## config.mk

```make
export PLATFORM = sky130hd
export DESIGN_NAME = radio_capture_flat
export DESIGN_NICKNAME = d
export VERILOG_FILES = /design/src/rtl/radio_pkg.sv /design/src/rtl/radio_capture_if.sv /design/src/rtl/radio_sat_round.sv /design/src/rtl/radio_capture.sv /design/src/flat_wrapper.sv
export SDC_FILE = /design/constraint.sdc
export NUM_CORES = 2
export LEC_CHECK = 0
export ABC_CLOCK_PERIOD_IN_PS = 26700
export BUFFER_PORTS_ARGS = -buffer_cell sky130_fd_sc_hd__buf_2
export CAP_MARGIN = 30
export CORE_MARGIN = 5
export CORE_UTILIZATION = 48
export DETAILED_ROUTE_END_ITERATION = 8
export HOLD_SLACK_MARGIN = 0.12
export PLACE_DENSITY = 0.69
export SLEW_MARGIN = 20
export SYNTH_ARGS = -nofsm -noshare
export SYNTH_HDL_FRONTEND = slang
export SYNTH_SLANG_ARGS = --single-unit
```

## constraint.sdc

```tcl
create_clock -name clk_250m -period 26.7 [get_ports clk_250m]
set_input_delay 6.675 -clock clk_250m [delete_from_list [all_inputs] [get_ports clk_250m]]
set_output_delay 6.675 -clock clk_250m [all_outputs]
set_load 0.02 [all_outputs]
```

## src/rtl/radio_pkg.sv

```systemverilog
// Shared definitions for the radio capture block.
//   NUM_LANES      : number of parallel ADC lanes (each carries one I and one Q sample)
//   captureState_e : capture FSM state encoding
//   laneSample_t   : one FIFO entry, with the requantized I and Q byte of every lane
//                    plus the end-of-packet tag
package radio_pkg;

  localparam int NUM_LANES = 8;

  typedef enum logic {
    IDLE    = 1'b0,
    CAPTURE = 1'b1
  } captureState_e;

  typedef struct packed {
    logic                      last;
    logic [NUM_LANES-1:0][7:0] q;
    logic [NUM_LANES-1:0][7:0] i;
  } laneSample_t;

endpackage

```

## src/rtl/radio_capture_if.sv

```systemverilog
// Bundle of control, ADC input and per-lane output stream signals for radio_capture.
//   control : start, abort, cont_mode, pkt_len
//   ADC in  : s_axis_adc_tvalid, s_axis_adcI_tdata[], s_axis_adcQ_tdata[]
//   out     : m_axis_output{I,Q}_{tvalid,tready,tdata,tlast}[]
//   status  : busy, overflow, fifo_level, dbgState (current FSM state)
// Modport slave is the capture block; modport master is whoever drives it.
//
// Handshake: an output beat transfers on a cycle where its tvalid and tready are
// both high. Once tvalid is high it stays high with tdata/tlast unchanged until
// the beat transfers. All lanes share one FIFO head, so a beat transfers on every
// lane together, only when all I and Q tready inputs are high. The ADC side has
// no ready: every cycle with s_axis_adc_tvalid high carries a sample.
interface radio_capture_if #(
  parameter int FIFO_DEPTH = 16
);
  import radio_pkg::*;

  localparam int LEVEL_W = $clog2(FIFO_DEPTH) + 1;

  logic                 start;
  logic                 abort;
  logic                 cont_mode;
  logic [15:0]          pkt_len;

  logic                 s_axis_adc_tvalid;
  logic [15:0]          s_axis_adcI_tdata [NUM_LANES];
  logic [15:0]          s_axis_adcQ_tdata [NUM_LANES];

  logic                 m_axis_outputI_tvalid [NUM_LANES];
  logic                 m_axis_outputQ_tvalid [NUM_LANES];
  logic                 m_axis_outputI_tready [NUM_LANES];
  logic                 m_axis_outputQ_tready [NUM_LANES];
  logic [7:0]           m_axis_outputI_tdata  [NUM_LANES];
  logic [7:0]           m_axis_outputQ_tdata  [NUM_LANES];
  logic                 m_axis_outputI_tlast  [NUM_LANES];
  logic                 m_axis_outputQ_tlast  [NUM_LANES];

  logic                 busy;
  logic                 overflow;
  logic [LEVEL_W-1:0]   fifo_level;
  captureState_e        dbgState;

  modport master (
    output start, abort, cont_mode, pkt_len,
    output s_axis_adc_tvalid, s_axis_adcI_tdata, s_axis_adcQ_tdata,
    output m_axis_outputI_tready, m_axis_outputQ_tready,
    input  m_axis_outputI_tvalid, m_axis_outputQ_tvalid,
    input  m_axis_outputI_tdata, m_axis_outputQ_tdata,
    input  m_axis_outputI_tlast, m_axis_outputQ_tlast,
    input  busy, overflow, fifo_level, dbgState
  );

  modport slave (
    input  start, abort, cont_mode, pkt_len,
    input  s_axis_adc_tvalid, s_axis_adcI_tdata, s_axis_adcQ_tdata,
    input  m_axis_outputI_tready, m_axis_outputQ_tready,
    output m_axis_outputI_tvalid, m_axis_outputQ_tvalid,
    output m_axis_outputI_tdata, m_axis_outputQ_tdata,
    output m_axis_outputI_tlast, m_axis_outputQ_tlast,
    output busy, overflow, fifo_level, dbgState
  );

endinterface

```

## src/rtl/radio_sat_round.sv

```systemverilog
// Requantizes one signed 16-bit sample to signed 8 bits.
//   x : signed 16-bit input sample
//   q : round-half-up of x / 2^SHIFT, saturated to [-128, 127]
// Purely combinational; the caller registers the result.
module radio_sat_round #(
  parameter int SHIFT = 8
) (
  input  logic [15:0] x,
  output logic [7:0]  q
);

  // 17 bits so that adding the rounding constant to 0x7FFF cannot wrap.
  localparam logic signed [16:0] HALF  = 17'sd1 <<< (SHIFT - 1);
  localparam logic signed [16:0] MAX_Q = 17'sd127;
  localparam logic signed [16:0] MIN_Q = -17'sd128;

  logic signed [16:0] sum;
  logic signed [16:0] shifted;

  always_comb begin
    sum     = $signed({x[15], x}) + HALF;
    shifted = sum >>> SHIFT;
    if (shifted > MAX_Q) begin
      q = 8'h7F;
    end else if (shifted < MIN_Q) begin
      q = 8'h80;
    end else begin
      q = shifted[7:0];
    end
  end

endmodule

```

## src/rtl/radio_capture.sv

```systemverilog
// Multi-lane ADC packet capture: requantizes 8 lanes of I/Q to 8 bits, tags
// packet boundaries and buffers the result in a shared first-word-fall-through
// FIFO drained in lock-step by all 16 output streams.
//   clk_250m : sole clock, rising edge
//   reset    : synchronous, active-high
//   bus      : radio_capture_if slave (control, ADC input, output streams, status)
module radio_capture
  import radio_pkg::*;
#(
  parameter int SHIFT      = 8,
  parameter int FIFO_DEPTH = 16
) (
  input logic             clk_250m,
  input logic             reset,
  radio_capture_if.slave  bus
);

  localparam int PTR_W   = $clog2(FIFO_DEPTH);
  localparam int LEVEL_W = PTR_W + 1;

  captureState_e     state;
  captureState_e     stateNext;
  logic [15:0]       pktLenReg;
  logic [15:0]       sampleCnt;
  logic              startOk;
  logic              takeSample;
  logic              isLast;
  logic              overflowReg;

  logic [7:0]        qI [NUM_LANES];
  logic [7:0]        qQ [NUM_LANES];
  laneSample_t       quant;
  laneSample_t       stage;
  logic              stageValid;

  laneSample_t       mem [FIFO_DEPTH];
  laneSample_t       head;
  logic [PTR_W-1:0]  wrPtr;
  logic [PTR_W-1:0]  rdPtr;
  logic [LEVEL_W-1:0] count;
  logic              full;
  logic              empty;
  logic              allReady;
  logic              pop;
  logic              write;
  logic              drop;

  assign startOk    = (state == IDLE) && bus.start && (bus.pkt_len != 16'd0);
  // A sample arriving together with abort is discarded, including a last sample.
  assign takeSample = (state == CAPTURE) && bus.s_axis_adc_tvalid && !bus.abort;
  assign isLast     = (sampleCnt == (pktLenReg - 16'd1));

  // ---------------- FSM ----------------
  always_ff @(posedge clk_250m) begin
    if (reset) begin
      state <= IDLE;
    end else begin
      state <= stateNext;
    end
  end

  always_comb begin
    stateNext    = state;
    bus.busy     = 1'b0;
    bus.dbgState = state;
    case (state)
      IDLE: begin
        if (startOk) stateNext = CAPTURE;
      end
      CAPTURE: begin
        bus.busy = 1'b1;
        if (bus.abort) begin
          stateNext = IDLE;
        end else if (takeSample && isLast && !bus.cont_mode) begin
          stateNext = IDLE;
        end
      end
      default: stateNext = IDLE;
    endcase
  end

  // Sample counter and sticky overflow. A drop in the same cycle as an accepted
  // start still leaves overflow set, so no dropped sample ever goes unreported.
  always_ff @(posedge clk_250m) begin
    if (reset) begin
      pktLenReg   <= 16'd0;
      sampleCnt   <= 16'd0;
      overflowReg <= 1'b0;
    end else begin
      if (startOk) begin
        pktLenReg <= bus.pkt_len;
        sampleCnt <= 16'd0;
      end else if (takeSample) begin
        sampleCnt <= isLast ? 16'd0 : sampleCnt + 16'd1;
      end
      if (drop) begin
        overflowReg <= 1'b1;
      end else if (startOk) begin
        overflowReg <= 1'b0;
      end
    end
  end

  assign bus.overflow = overflowReg;

  // ---------------- requantization stage ----------------
  for (genvar g = 0; g < NUM_LANES; g++) begin : gLane
    radio_sat_round #(.SHIFT(SHIFT)) uRoundI (.x(bus.s_axis_adcI_tdata[g]), .q(qI[g]));
    radio_sat_round #(.SHIFT(SHIFT)) uRoundQ (.x(bus.s_axis_adcQ_tdata[g]), .q(qQ[g]));
  end

  always_comb begin
    quant      = '0;
    quant.last = isLast;
    for (int l = 0; l < NUM_LANES; l++) begin
      quant.i[l] = qI[l];
      quant.q[l] = qQ[l];
    end
  end

  always_ff @(posedge clk_250m) begin
    if (reset) begin
      stageValid <= 1'b0;
      stage      <= '0;
    end else begin
      stageValid <= takeSample;
      if (takeSample) stage <= quant;
    end
  end

  // ---------------- shared FWFT FIFO ----------------
  assign full  = (count == LEVEL_W'(FIFO_DEPTH));
  assign empty = (count == '0);
  assign pop   = !empty && allReady;
  // When full, a push is only accepted if the head leaves in the same cycle.
  assign write = stageValid && (!full || pop);
  assign drop  = stageValid && full && !pop;
  assign head  = mem[rdPtr];

  always_ff @(posedge clk_250m) begin
    if (write) mem[wrPtr] <= stage;
  end

  always_ff @(posedge clk_250m) begin
    if (reset) begin
      wrPtr <= '0;
      rdPtr <= '0;
      count <= '0;
    end else begin
      if (write) wrPtr <= wrPtr + 1'b1;
      if (pop)   rdPtr <= rdPtr + 1'b1;
      count <= count + LEVEL_W'(write) - LEVEL_W'(pop);
    end
  end

  assign bus.fifo_level = count;

  // Outputs are forced to zero while empty so stale memory never shows after reset.
  always_comb begin
    allReady = 1'b1;
    for (int l = 0; l < NUM_LANES; l++) begin
      allReady = allReady & bus.m_axis_outputI_tready[l] & bus.m_axis_outputQ_tready[l];
      bus.m_axis_outputI_tvalid[l] = !empty;
      bus.m_axis_outputQ_tvalid[l] = !empty;
      bus.m_axis_outputI_tdata[l]  = empty ? 8'h00 : head.i[l];
      bus.m_axis_outputQ_tdata[l]  = empty ? 8'h00 : head.q[l];
      bus.m_axis_outputI_tlast[l]  = !empty && head.last;
      bus.m_axis_outputQ_tlast[l]  = !empty && head.last;
    end
  end

endmodule
```

## src/flat_wrapper.sv

```systemverilog
// flat-port wrapper written by rule: the top's interface ports become plain ports
module radio_capture_flat import radio_pkg::*;
#(
  parameter int SHIFT      = 8,
  parameter int FIFO_DEPTH = 16
)
  (clk_250m, reset, bus_start, bus_abort, bus_cont_mode, bus_pkt_len, bus_s_axis_adc_tvalid, bus_s_axis_adcI_tdata, bus_s_axis_adcQ_tdata, bus_m_axis_outputI_tready, bus_m_axis_outputQ_tready, bus_m_axis_outputI_tvalid, bus_m_axis_outputQ_tvalid, bus_m_axis_outputI_tdata, bus_m_axis_outputQ_tdata, bus_m_axis_outputI_tlast, bus_m_axis_outputQ_tlast, bus_busy, bus_overflow, bus_fifo_level, bus_dbgState);
  radio_capture_if #(.FIFO_DEPTH(FIFO_DEPTH)) bus_i ();
  input logic clk_250m;
  input logic reset;
  input wire logic [$bits(bus_i.start)-1:0] bus_start;
  input wire logic [$bits(bus_i.abort)-1:0] bus_abort;
  input wire logic [$bits(bus_i.cont_mode)-1:0] bus_cont_mode;
  input wire logic [$bits(bus_i.pkt_len)-1:0] bus_pkt_len;
  input wire logic [$bits(bus_i.s_axis_adc_tvalid)-1:0] bus_s_axis_adc_tvalid;
  input wire logic [$bits(bus_i.s_axis_adcI_tdata)-1:0] bus_s_axis_adcI_tdata;
  input wire logic [$bits(bus_i.s_axis_adcQ_tdata)-1:0] bus_s_axis_adcQ_tdata;
  input wire logic [$bits(bus_i.m_axis_outputI_tready)-1:0] bus_m_axis_outputI_tready;
  input wire logic [$bits(bus_i.m_axis_outputQ_tready)-1:0] bus_m_axis_outputQ_tready;
  output wire logic [$bits(bus_i.m_axis_outputI_tvalid)-1:0] bus_m_axis_outputI_tvalid;
  output wire logic [$bits(bus_i.m_axis_outputQ_tvalid)-1:0] bus_m_axis_outputQ_tvalid;
  output wire logic [$bits(bus_i.m_axis_outputI_tdata)-1:0] bus_m_axis_outputI_tdata;
  output wire logic [$bits(bus_i.m_axis_outputQ_tdata)-1:0] bus_m_axis_outputQ_tdata;
  output wire logic [$bits(bus_i.m_axis_outputI_tlast)-1:0] bus_m_axis_outputI_tlast;
  output wire logic [$bits(bus_i.m_axis_outputQ_tlast)-1:0] bus_m_axis_outputQ_tlast;
  output wire logic [$bits(bus_i.busy)-1:0] bus_busy;
  output wire logic [$bits(bus_i.overflow)-1:0] bus_overflow;
  output wire logic [$bits(bus_i.fifo_level)-1:0] bus_fifo_level;
  output wire logic [$bits(bus_i.dbgState)-1:0] bus_dbgState;
  assign bus_i.start = bus_start;
  assign bus_i.abort = bus_abort;
  assign bus_i.cont_mode = bus_cont_mode;
  assign bus_i.pkt_len = bus_pkt_len;
  assign bus_i.s_axis_adc_tvalid = bus_s_axis_adc_tvalid;
  assign bus_i.s_axis_adcI_tdata = {>>{bus_s_axis_adcI_tdata}};
  assign bus_i.s_axis_adcQ_tdata = {>>{bus_s_axis_adcQ_tdata}};
  assign bus_i.m_axis_outputI_tready = {>>{bus_m_axis_outputI_tready}};
  assign bus_i.m_axis_outputQ_tready = {>>{bus_m_axis_outputQ_tready}};
  assign bus_m_axis_outputI_tvalid = {>>{bus_i.m_axis_outputI_tvalid}};
  assign bus_m_axis_outputQ_tvalid = {>>{bus_i.m_axis_outputQ_tvalid}};
  assign bus_m_axis_outputI_tdata = {>>{bus_i.m_axis_outputI_tdata}};
  assign bus_m_axis_outputQ_tdata = {>>{bus_i.m_axis_outputQ_tdata}};
  assign bus_m_axis_outputI_tlast = {>>{bus_i.m_axis_outputI_tlast}};
  assign bus_m_axis_outputQ_tlast = {>>{bus_i.m_axis_outputQ_tlast}};
  assign bus_busy = bus_i.busy;
  assign bus_overflow = bus_i.overflow;
  assign bus_fifo_level = bus_i.fifo_level;
  assign bus_dbgState = bus_i.dbgState;
  radio_capture #(.SHIFT(SHIFT), .FIFO_DEPTH(FIFO_DEPTH)) u_core (.clk_250m(clk_250m), .reset(reset), .bus(bus_i));
endmodule
```

# [Word level (Yosys, flattened, before mapping)]
# Memory sizes are Yosys's and may differ from the RTL's. A register that Yosys moved wholly into a read port is not among the register bits.
# Cells that the tools add are included.
# Widths: inputs -> output; s select.
[word_totals] register_bits=177 ram_bits=2064 input_bits=294 wordCells=179 mem_count=1
[mem_list] name="u_core.mem" words=16 word_bits=129 read_ports=1 rd_ports_with_merged_regs=1 write_ports=1 line_no="radio_capture.sv:36" text="laneSample_t mem [FIFO_DEPTH];"
[classes] addsub=22 n_lt_le_gt_ge=32 eq_ne=2 muxes=60 bitwise=16 reduce_logical=21
[op_table] cell="$mux 8" n=48
[op_table] cell="$add 16x9->17 const B" n=16
[op_table] cell="$gt 9x8->1 const B" n=16
[op_table] cell="$lt 9x8->1 const B" n=16
[op_table] cell="$add 16x1->16 const B" n=1
[op_table] cell="$eq 16x16->1" n=1
[op_table] cell="$mux 16" n=1
[op_table] cell="$reduce_bool 16->1" n=1
[op_table] cell="$sub 16x1->16 const B" n=1
[op_table] cell="$and 1x1->1" n=15
[op_table] cell="$logic_and 1x1->1" n=11
[op_table] cell="$add 4x1->4 const B" n=2
[op_table] cell="$mux 1" n=8
[op_table] cell="$mux 4" n=2
[op_table] cell="$add 5x1->5" n=1
[op_table] cell="$eq 5x5->1 const B" n=1
[op_table] cell="$logic_not 1->1" n=5
[op_table] cell="$logic_not 5->1" n=1
[op_table] cell="$sub 5x1->5" n=1
[op_table] cell="$pmux 1 s2" n=1
[op_table] cell="$reduce_bool 2->1" n=1
[op_table] cell="$reduce_or 2->1" n=1
[op_table] cell="$logic_or 1x1->1" n=1
[op_table] cell="$not 1->1" n=1

# [Depth between registers and ports, before layout]
[depth] word_depth=20 mapped_depth=15 ltp_nobuf=14

# [Modules after synthesis]
# A second synthesis with hierarchy kept.
[hier_totals] cells_unflattened=4572 area_unflattened_um2=89553.4
[by_module_without_submodules] module="radio_capture" n_inst=1 cells_per_inst=3932 area_each_um2=85529.5
[by_module_without_submodules] module="radio_sat_round" n_inst=16 cells_per_inst=40 area_each_um2=251.5

# [Worst setup path before layout]
# Ideal clock, no wire load.
[synth_timing] kind="input -> register" startpoint="in bus_m_axis_outputI_tready[4]" endpoint="mem u_core.mem[3][0] (netlist bit) (enable)" t_arrival_ns=16.466 required_time_ns=25.925 setup_slack_ns=9.460 stages=6 cell_sequence="nand4_1 > nor4_1 > nor2_1 > nor2_1 > nand2_1 > nor3_1"
[synth_via] elab_chain_len=15
[synth_lines] item="start: declaration" line_no="flat_wrapper.sv:18" text="input wire logic [$bits(bus_i.m_axis_outputI_tready)-1:0] bus_m_axis_outputI_tready;"
[synth_lines] item="$and 1x1->1 (10 in a row)" line_no="radio_capture.sv:162" text="allReady = allReady & bus.m_axis_outputI_tready[l] & bus.m_axis_outputQ_tready[l];"
[synth_lines] item="$logic_and 1x1->1" line_no="radio_capture.sv:134" text="assign pop = !empty && allReady;"
[synth_lines] item="$logic_or 1x1->1" line_no="radio_capture.sv:136" text="assign write = stageValid && (!full || pop);"
[synth_lines] item="$logic_and 1x1->1" line_no="radio_capture.sv:136"
[synth_lines] item="$mux 1" line_no="radio_capture.sv:141" text="if (write) mem[wrPtr] <= stage;"
[synth_lines] item="$mux 1 (implied by the code)" line_no="radio_capture.sv:141"
[synth_lines] item="end: declaration" line_no="radio_capture.sv:36"
# Every way passes these cells.

==> flow_summary.json <==
{
  "fillCellCount": 13591,
  "synth-seq-area-share": 0.7436,
  "synthArstFlopShare": 0,
  "holdCritStartpoint": "u_core.pktLenReg[14]",
  "grt_max_degree": 151,
  "cts.repair.resized": 0,
  "path_clk_slew_ps": 60,
  "ys_ff_latch": 2245,
  "fp.dieH_um": 438.7,
  "finalNonFillerCells": 7344,
  "synthTopCellsByArea": "edfxtp_1 70%, mux4_2 16%, dfxtp_1 4.1%, and2_1 1.1%, a211oi_1 0.71%",
  "antenna_left": 0,
  "grt_remaining_overflow": 0,
  "synth_flop_cell": "edfxtp_1",
  "crit_required_ps": 20020,
  "period_minus_slack_ps": 13560,
  "r2r_end": "u_core.mem[5][121]",
  "crit_chain": "buf_4 > buf_4 > buf_4 > buf_4 > buf_4 > buf_16 > mux4_2 > mux4_2 > and2_1 > buf_2",
  "cts-buffers-inserted": 211,
  "synth_edf_count": 2064,
  "maxSlewHeadroom": 0.3057,
  "fin_tns_setup_ps": 0,
  "start_util": 0.4824,
  "synth_common_cells": "2064 x edfxtp_1, 645 x mux4_2, 181 x dfxtp_1, 166 x nor2_1, 159 x and2_1",
  "startpoint_type": "register",
  "die_area_um2": 192500,
  "leakage_uw": 0.03231,
  "drv_cap": 0,
  "slew_viol_final": 0,
  "area_delta_synth_final_pct": 13.57,
  "setup_viol": 0,
  "finish.utilization": 0.5479,
  "track_usage": 0.2142,
  "worst_pin_slew_ps": 1041,
  "rsz0062_at_grt": "no",
  "dp_cells": 6929,
  "synthCells": 4266,
  "power_density_nw_per_um2": 70.16,
  "hold_end": "u_core.pktLenReg[14]",
  "core.rowCount": 157,
  "avgSynthCellArea_um2": 20.68,
  "path_class": "register to primary output",
  "worst_hold_slack_ps": 521.9,
  "htreeDepth": 4,
  "clock-sinks": 2245,
  "worst-r2r-cell-count": 9,
  "finalCritPeriodShare": 0.5078,
  "holdBufCountCts": 0,
  "r2r-start": "u_core.bus.fifo_level[2]",
  "via_per_inst": 5.914,
  "drc": 0,
  "synth_top_area_frac": 0.7025,
  "clk_latency_ps": 850,
  "yosysUniqueCellTypes": 60,
  "post-cts-setup-buffers": 0,
  "cts_root_buf": "clkbuf_16",
  "yosys.cell_count.top_type": "edfxtp_1",
  "end_kind": "primary output",
  "fmax_ghz": 0.07376,
  "grt_first_pass_wirelength_um": 302300,
  "ff2ff_setup_slack_ps": 22330,
  "totalWireLength_um": 207100,
  "holdPathStages": 2,
  "drive_gt1_frac": 0.2979,
  "ir_drop_v": 0.00006248,
  "total_power_uw": 7030,
  "multiInputGateArea_um2": 21480,
  "worst_path_max_delay_cell": "buf_4",
  "boundaryPins": 462,
  "min_path_type": "register to register",
  "worstPathArrival_ps": 6880,
  "ys_warn_count": 0,
  "cts_buffer_depth": 3,
  "status": "finished clean",
  "cp_max_fo": 42,
  "wl_per_cell_um": 28.20,
  "cpPeakStageDelay_ps": 820,
  "synth_area_leader_cell": "edfxtp_1",
  "core-area_um2": 182900,
  "finalClockSkew_ps": 21.33,
  "crit_top_cell": "buf_4",
  "syn-cell-area_um2": 88220,
  "hold_viol": 0,
  "first_global_vias": 44775,
  "dp_hpwl_um": 108000,
  "antenna_found_initial": 28,
  "gp_congestion": 0.8131,
  "synth_nets": 4590,
  "dr.pass1.iters": 5,
  "first_iter_violations": 4879,
  "regArea_um2": 65620,
  "portBuffers": 349,
  "tritoncts": "built",
  "nets": 5004,
  "num_vias": 43431,
  "chipWidth_um": 438.7
}
sequential cells by signal (all words and copies together) (netlist names), named ones only:
name	count
u_core.mem	2064
u_core.stage	129
u_core.pktLenReg	16
u_core.sampleCnt	16
u_core.bus.fifo_level	5
u_core.rdPtr	4
u_core.wrPtr	4
u_core.bus.dbgState	1
u_core.bus.overflow	1
u_core.stageValid	1
metrics by stage:
stage | cell area (um^2) | setup WS, ps
after floorplan | 88220 | 9460
after global placement | 92760 | 13000
after detailed placement | 92950 | 13720
after CTS | 100100 | 12780
after global routing | 100200 | 12410
final | 100200 | 13140
cells by family after synthesis:
family / Yosys count / synth area share
flops: 2245 / 0.7436
fa+ha+maj: 30 / 0.004340
mux: 674 / 0.1679
simple gates: 641 / 0.03692
xor+xnor: 109 / 0.01082
compound gates: 299 / 0.02205
buf+inv: 268 / 0.01431
area by class of cell:
cell class,instances,area share
well taps,2464,0.03077
inverters,32,0.001199
diodes,13,0.0003247
flip-flops and latches,2245,0.6549
repair buffers,437,0.02686
clock inverters,95,0.01179
clock buffers,305,0.05974
multi-input cells,1753,0.2144
layer usage:
metal	routed length, um	GRT usage	up-vias	part of all wire
li1	-	-	18472	-
met1	81460	0.2845	23122	0.39
met2	108300	0.3719	1508	0.52
met3	11430	0.02759	327	0.055
met4	5961	0.06641	2	0.029
met5	13	0	-	0.000063
power by group:
part / internal, uW / total [uW] / switching, uW
combinational: 46.3 / 126 / 79.7
clock: 1760 / 3050 / 1290
sequential: 3820 / 3850 / 31.5
worst max-delay path by stage:
stage                                       startpoint                     endpoint  slack (ps)
after floorplan           bus_m_axis_outputI_tready[4]             u_core.mem[3][0]        9460
after global placement                        register  bus_m_axis_outputI_tdata[5]       13000
after detailed placement                      register  bus_m_axis_outputI_tdata[7]       13720
after CTS                                     register  bus_m_axis_outputI_tdata[5]       12780
after global routing                          register  bus_m_axis_outputI_tdata[2]       12410
final                                         register  bus_m_axis_outputI_tdata[5]       13140
cells in the final DEF (no fill, tap or decap), types with 12 or more instances in the layout:
master     synthesis  final
a211oi_1          83     83
bufinv_16          0     20
nor2_4             0     12
diode_2            0     13
dfxtp_1          181    177
nor2_1           166    154
nand2_1          143    142
buf_2             33    348
and4_1            15     15
xnor2_1           64     64
and3_1            26     26
a21oi_1          101    101
xor2_1            45     45
inv_1             32     32
clkinv_2           0     31
a311oi_1          17     17
nand3_1           46     46
mux2i_1           29     29
clkinv_1           0     13
clkbuf_8           0     31
o211ai_1          30     30
o21ai_0           21     21
nand4_1           26     26
ha_1              29     29
clkbuf_1         132     61
clkbuf_16          0    213
buf_4             47     70
a31oi_1           33     33
mux4_2           645    645
and2_1           159    158
edfxtp_1        2064   2064
critical path, delay by kind of cell, from the launching register on:
family / cells / cell delay [ps]
buf+inv: 7 / 3830
simple gates: 1 / 220
flops: 1 / 810
mux: 2 / 1010
No activity file was read; power rests on OpenSTA's default activity.
